$ cat config.mk
export PLATFORM = sky130hd
export DESIGN_NAME = friet_permutation_host_driver
export DESIGN_NICKNAME = d
export VERILOG_FILES = /design/src/rtl/friet_permutation_host_driver.sv
export SDC_FILE = /design/constraint.sdc
export NUM_CORES = 2
export LEC_CHECK = 0
export BUFFER_PORTS_ARGS = -buffer_cell sky130_fd_sc_hd__buf_4
export CAP_MARGIN = 0
export CORE_AREA = 10 10 318 320
export DETAILED_ROUTE_END_ITERATION = 8
export DIE_AREA = 0 0 328 330
export GPL_TIMING_DRIVEN = 0
export MAX_ROUTING_LAYER = met4
export PLACE_DENSITY = 0.62
export SLEW_MARGIN = 0
export SYNTH_ARGS = -nofsm -noshare
export SYNTH_HDL_FRONTEND = slang
export SYNTH_SLANG_ARGS = --single-unit
$ cat constraint.sdc
create_clock -name i_clk -period 3.3 [get_ports i_clk]
set_clock_uncertainty 0.1 [all_clocks]
set_input_delay 0.495 -clock i_clk [delete_from_list [all_inputs] [get_ports i_clk]]
set_output_delay 0.495 -clock i_clk [all_outputs]
set_load 0.005 [all_outputs]
$ cat src/rtl/friet_permutation_host_driver.sv
// Host-side master for the Friet permutation core: serializes a parallel state into the
// core, pulses start, waits for finish, deserializes the result and reports WAIT cycles.
module friet_permutation_host_driver #(
  parameter int unsigned BUFFER_LENGTH = 8,
  parameter int unsigned STATE_SIZE    = 384,
  parameter int unsigned CYCLE_WIDTH   = 32
) (
  input  logic                     i_clk,
  input  logic                     i_rst,
  input  logic                     i_req_valid,
  output logic                     o_req_ready,
  input  logic [STATE_SIZE-1:0]    i_req_state,
  output logic                     o_rsp_valid,
  input  logic                     i_rsp_ready,
  output logic [STATE_SIZE-1:0]    o_rsp_state,
  output logic [CYCLE_WIDTH-1:0]   o_perf_cycles,
  output logic                     o_core_start,
  output logic [BUFFER_LENGTH-1:0] o_core_data_in,
  output logic                     o_core_data_in_valid,
  input  logic                     i_core_data_in_ready,
  input  logic [BUFFER_LENGTH-1:0] i_core_data_out,
  input  logic                     i_core_data_out_valid,
  output logic                     o_core_data_out_ready,
  input  logic                     i_core_finish,
  input  logic                     i_core_free
);

  localparam int unsigned NB    = STATE_SIZE / BUFFER_LENGTH;
  localparam int unsigned CNT_W = (NB > 1) ? $clog2(NB) : 1;
  localparam logic [CNT_W-1:0] LAST_BEAT = CNT_W'(NB - 1);

  typedef enum logic [2:0] {
    S_IDLE,
    S_LOAD,
    S_START,
    S_WAIT,
    S_READ,
    S_RESP
  } state_t;

  state_t                   r_state;
  state_t                   w_state_nxt;
  logic [STATE_SIZE-1:0]    r_shreg;
  logic [STATE_SIZE-1:0]    r_rsp_state;
  logic [CYCLE_WIDTH-1:0]   r_perf;
  logic [CNT_W-1:0]         r_beat;
  logic                     w_last_beat;
  logic                     w_accept;
  logic                     w_in_fire;
  logic                     w_out_fire;

  assign w_last_beat = (r_beat == LAST_BEAT);
  assign w_accept    = i_req_valid & o_req_ready;
  assign w_in_fire   = (r_state == S_LOAD) & i_core_data_in_ready;
  assign w_out_fire  = (r_state == S_READ) & i_core_data_out_valid;

  assign o_core_data_in = r_shreg[BUFFER_LENGTH-1:0];
  assign o_rsp_state    = r_rsp_state;
  assign o_perf_cycles  = r_perf;

  // State register
  always_ff @(posedge i_clk) begin
    if (i_rst) begin
      r_state <= S_IDLE;
    end else begin
      r_state <= w_state_nxt;
    end
  end

  // Next-state and handshake decode; reset forces every output low
  always_comb begin
    w_state_nxt           = r_state;
    o_req_ready           = 1'b0;
    o_core_start          = 1'b0;
    o_core_data_in_valid  = 1'b0;
    o_core_data_out_ready = 1'b0;
    o_rsp_valid           = 1'b0;
    case (r_state)
      S_IDLE: begin
        o_req_ready = i_core_data_in_ready & i_core_free;
        if (i_req_valid & o_req_ready) w_state_nxt = S_LOAD;
      end
      S_LOAD: begin
        o_core_data_in_valid = 1'b1;
        if (i_core_data_in_ready & w_last_beat) w_state_nxt = S_START;
      end
      S_START: begin
        o_core_start = 1'b1;
        w_state_nxt  = S_WAIT;
      end
      S_WAIT: begin
        if (i_core_finish) w_state_nxt = S_READ;
      end
      S_READ: begin
        o_core_data_out_ready = 1'b1;
        if (i_core_data_out_valid & w_last_beat) w_state_nxt = S_RESP;
      end
      S_RESP: begin
        o_rsp_valid = 1'b1;
        if (i_rsp_ready) w_state_nxt = S_IDLE;
      end
      default: w_state_nxt = S_IDLE;
    endcase
    if (i_rst) begin
      w_state_nxt           = S_IDLE;
      o_req_ready           = 1'b0;
      o_core_start          = 1'b0;
      o_core_data_in_valid  = 1'b0;
      o_core_data_out_ready = 1'b0;
      o_rsp_valid           = 1'b0;
    end
  end

  // Datapath: shift registers, beat counter, WAIT cycle counter
  always_ff @(posedge i_clk) begin
    if (i_rst) begin
      r_shreg     <= '0;
      r_rsp_state <= '0;
      r_perf      <= '0;
      r_beat      <= '0;
    end else begin
      if (r_state == S_IDLE && w_accept) begin
        r_shreg <= i_req_state;
        r_beat  <= '0;
      end
      if (w_in_fire) begin
        r_shreg <= r_shreg >> BUFFER_LENGTH;
        r_beat  <= w_last_beat ? '0 : r_beat + CNT_W'(1);
      end
      if (r_state == S_START) begin
        r_perf <= '0;
      end
      if (r_state == S_WAIT && r_perf != {CYCLE_WIDTH{1'b1}}) begin
        r_perf <= r_perf + CYCLE_WIDTH'(1);
      end
      // First chunk enters at the top and ends at the bottom after NB beats
      if (w_out_fire) begin
        r_rsp_state <= {i_core_data_out, r_rsp_state[STATE_SIZE-1:BUFFER_LENGTH]};
        r_beat      <= w_last_beat ? '0 : r_beat + CNT_W'(1);
      end
    end
  end

endmodule

==> summary.txt <==
CTS
  – # H-tree levels: 3
  – CTS Sinks: 809
  – Worst-skew pair later-pin latency: 670 ps
  – Maximum clock path buffer count: 3
  – Root Buffer: clkbuf_16
  – CTS tree: yes
  – CTS clock-pin slew for the worst setup and hold paths: 60 ps
  – TritonCTS Buffers: 89

Worst setup path
  – CP startpoint kind: flop
  – Crit-path max FO: 10
  – CP peak stage delay: 620 ps
  – Crit-path most repeated cell: nand2_1
  – Cell family with most CP delay: buffers and inverters
  – Crit-path cells: clkbuf_1 > nand2_1 > nor3b_4 > buf_6 > buf_2 > clkdlybuf4s15_2 > nand2_1 > a21oi_1
  – Critical Path RT: 3780 ps
  – Crit path DAT: 3650 ps
  – Beginning of the critical path: r_state[2]
  – Critical path type: flop to flop
  – Worst setup EP type: flop
  – Worst flop-to-flop path startpoint: r_state[2]
  – CP Buf/Inv Count: 4
  – CP max-delay cell: clkdlybuf4s15_2

STA
  – Unrepaired setup endpoints after global routing: no
  – Final hold violation count: 0
  – Fin crit period: 3170 ps
  – Period utilization: 0.960
  – Worst slew margin: 0.285
  – FMAX: 316 MHz
  – Slew Viols, Final: 0
  – Worst-Margin Slew: 1070 ps
  – Final setup fails: 0
  – Worst-case hold slack: 44.4 ps

Placed design
  – DP Area: 0.0393 mm2
  – Dpl hpwl: 106 mm
  – Placer Congestion: 0.930
  – Port-buffer cells: 828

Pwr
  – Switching power total: 5190 uW
  – Switch share: 0.236
  – Flop pwr share: 0.462
  – Internal Power: 16800 uW
  – Logic pwr share: 0.074
  – LEAKAGE: 0.0178 uW
  – Max VDD drop: 401 uV
  – Power Dens Cells: 484 mW/mm2
  – Clock Power Share: 0.463

Run status
  – Status: completed

Die
  – Core area: 0.0946 mm2
  – DIE WIDTH: 328 um
  – Die H: 330 um
  – I/O pin count: 829
  – Cell Rows: 113
  – Starting Density: 0.333
  – Die area: 0.108 mm2

Synth
  – Post-Syn Nets: 4491
  – Synthesized area per cell: 7.71 um2
  – Seq/Total Area, Yosys: 0.514
  – Yosys Warn Count: 0
  – Synthesized flop and latch total: 809
  – Post-synthesis instance total: 4089
  – Async SR Flop Fraction: 0
  – Number of synthesized flops with an enable pin: 0
  – Post-Syn Area: 0.0315 mm2
  – Netlist cell types: 48
  – Top FF cell, synth: dfxtp_1

Finish
  – Area of the multi-input gates: 0.0138 mm2
  – # fillers: 9323
  – Final Instance Area: 0.0455 mm2
  – Area grow syn2layout: 44.3%
  – Commonest cells after routing, fill and taps aside: nand2_1 (1562), buf_4 (837), dfxtp_1 (809), a21oi_1 (414), nor2_1 (395)
  – Ratio of cells with drive above 1 in the final layout: 0.203
  – Most common cell after layout, fill and taps aside: nand2_1
  – Final nets: 5717
  – FF+latch area: 0.0162 mm2

Drt
  – DRC: 0
  – Drt pass-1 iters: 5
  – Final WL: 137 mm
  – Wire per inst: 20.5 um
  – Antenna Violating Nets Remaining: 0
  – Vias per cell: 5.09
  – DR iter-0 viols: 2245
  – Vias: 34.0k

GRT
  – GRT Total Usage: 0.246
  – Grt total ovfl: 0
  – First-pass GRT wire length: 204 mm
  – Pin count of the biggest net entering global routing: 14
  – Vias in the first global route: 33.5k
  – Initial antenna violation count: 31

Run
  – Max cap viols: 0

Worst hold path
  – Hold path start: i_req_state[237]
  – Hold crit path type: primary input to flop
-- kinds of logic (layout without fill, tap and decap cells) --
family / count (synthesis) / count (layout) / synth area share
multiplexers: 3 / 3 / 0.000953
XOR/XNOR: 4 / 4 / 0.00111
adder cells (fa/ha/maj): 2 / 2 / 0.000794
flip-flops: 809 / 809 / 0.514
buffers and inverters: 372 / 1670 / 0.0495
other: 0 / 34 / 0
AND/OR/NAND/NOR: 2050 / 2050 / 0.251
AO/OA/AOI/OAI: 849 / 849 / 0.183
-- layer usage --
layer | routed length [um] | track usage | up-vias
met4 | 5650 | 0.101 | 0
met1 | 57500 | 0.293 | 16148
li1 | - | - | 16367
met3 | 8250 | 0.0492 | 295
met2 | 65700 | 0.404 | 1203
met5 | 0 | - | -
-- synth_stat cells (2+ instances only) --
library cell  count  share of area
a211oi_1          3        0.00071
a21oi_1         414          0.066
a21oi_2           4         0.0011
a311oi_1        376           0.10
a31oi_1          12         0.0024
and2_1            4        0.00079
and3_1            5        0.00099
and4_1            2        0.00056
buf_1             2        0.00024
buf_2            91          0.014
buf_4             9         0.0021
buf_6             2        0.00071
clkbuf_1        258          0.031
dfxtp_1         809           0.51
ha_1              2        0.00079
inv_1            10         0.0012
mux2i_1           3        0.00095
nand2_1        1562           0.19
nand2b_1          4        0.00079
nand3_1          22         0.0035
nand3b_1          2        0.00048
nand4_1           9         0.0018
nor2_1          395          0.047
nor3_1           13         0.0021
nor4_1            4        0.00079
o21ai_0          24         0.0038
o21ai_1           5        0.00079
o31ai_1           2        0.00048
o32a_1            2        0.00064
or2_2             4        0.00079
or3_1            15         0.0030
or4_1             2        0.00048
xnor2_1           2        0.00056
xor2_1            2        0.00056
-- worst register-to-register path: stages (launching register included) --
cell and delay, ps:
dfxtp_1 360, clkbuf_1 320, nand2_1 230, nor3b_4 450, buf_6 220, buf_2 420
clkdlybuf4s15_2 620, nand2_1 230, a21oi_1 160
-- area by class of cell --
class | instances | area share
diodes | 34 | 0.00187
plain buffers | 361 | 0.0338
clock buffers | 133 | 0.0568
clock inverters | 30 | 0.00836
inverters | 10 | 0.000825
multi-input cells | 2908 | 0.303
flip-flops and latches | 809 | 0.356
well taps | 1265 | 0.0348
repair buffers | 1136 | 0.205
-- metrics by stage --
step | setup TNS [ps] | power, uW | utilization | cells | worst slack [ps]
after floorplan | 0 | 11000 | - | 4089 | 1030
after global placement | -433330 | 11700 | 0.416 | 6182 | -2010
after detailed placement | -48380 | 11700 | 0.416 | 6183 | -602
after CTS | 0 | 22100 | 0.480 | 6652 | 58.4
after global routing | 0 | 22700 | 0.481 | 6682 | 0.372
final | 0 | 22000 | 0.481 | 6686 | 131
-- power groups by stage --
stage	Clock, uW	Combinational [uW]	Sequential, uW
floorplan	0	629	10300
global placement	0	1270	10400
detailed placement	0	1280	10400
CTS	10300	1630	10200
global route	10700	1780	10200
finish	10200	1640	10200
-- final timing paths --
path	slack [ps]	cells after the start	to
worst min register to register	360	2	o_rsp_state[2]
worst max-delay path	130	8	o_rsp_state[374]
worst max register to register	130	8	o_rsp_state[374]
worst min-delay path	40	3	r_shreg[237]
-- flip-flops by register name, indices dropped and copies added (netlist names) --
name           flops
o_rsp_state      384
r_shreg          384
o_perf_cycles     32
r_beat             6
r_state            3
-- repair_timing --
item	CTS	global route
hold buffers	307	0
endpoints found under the setup margin	269	121
gates cloned	0	0
hold endpoints to repair	307	0
pin swaps	0	0
setup buffers	0	0
gates resized for setup	8	6
Note: power is estimated with default switching activity, not from simulation.
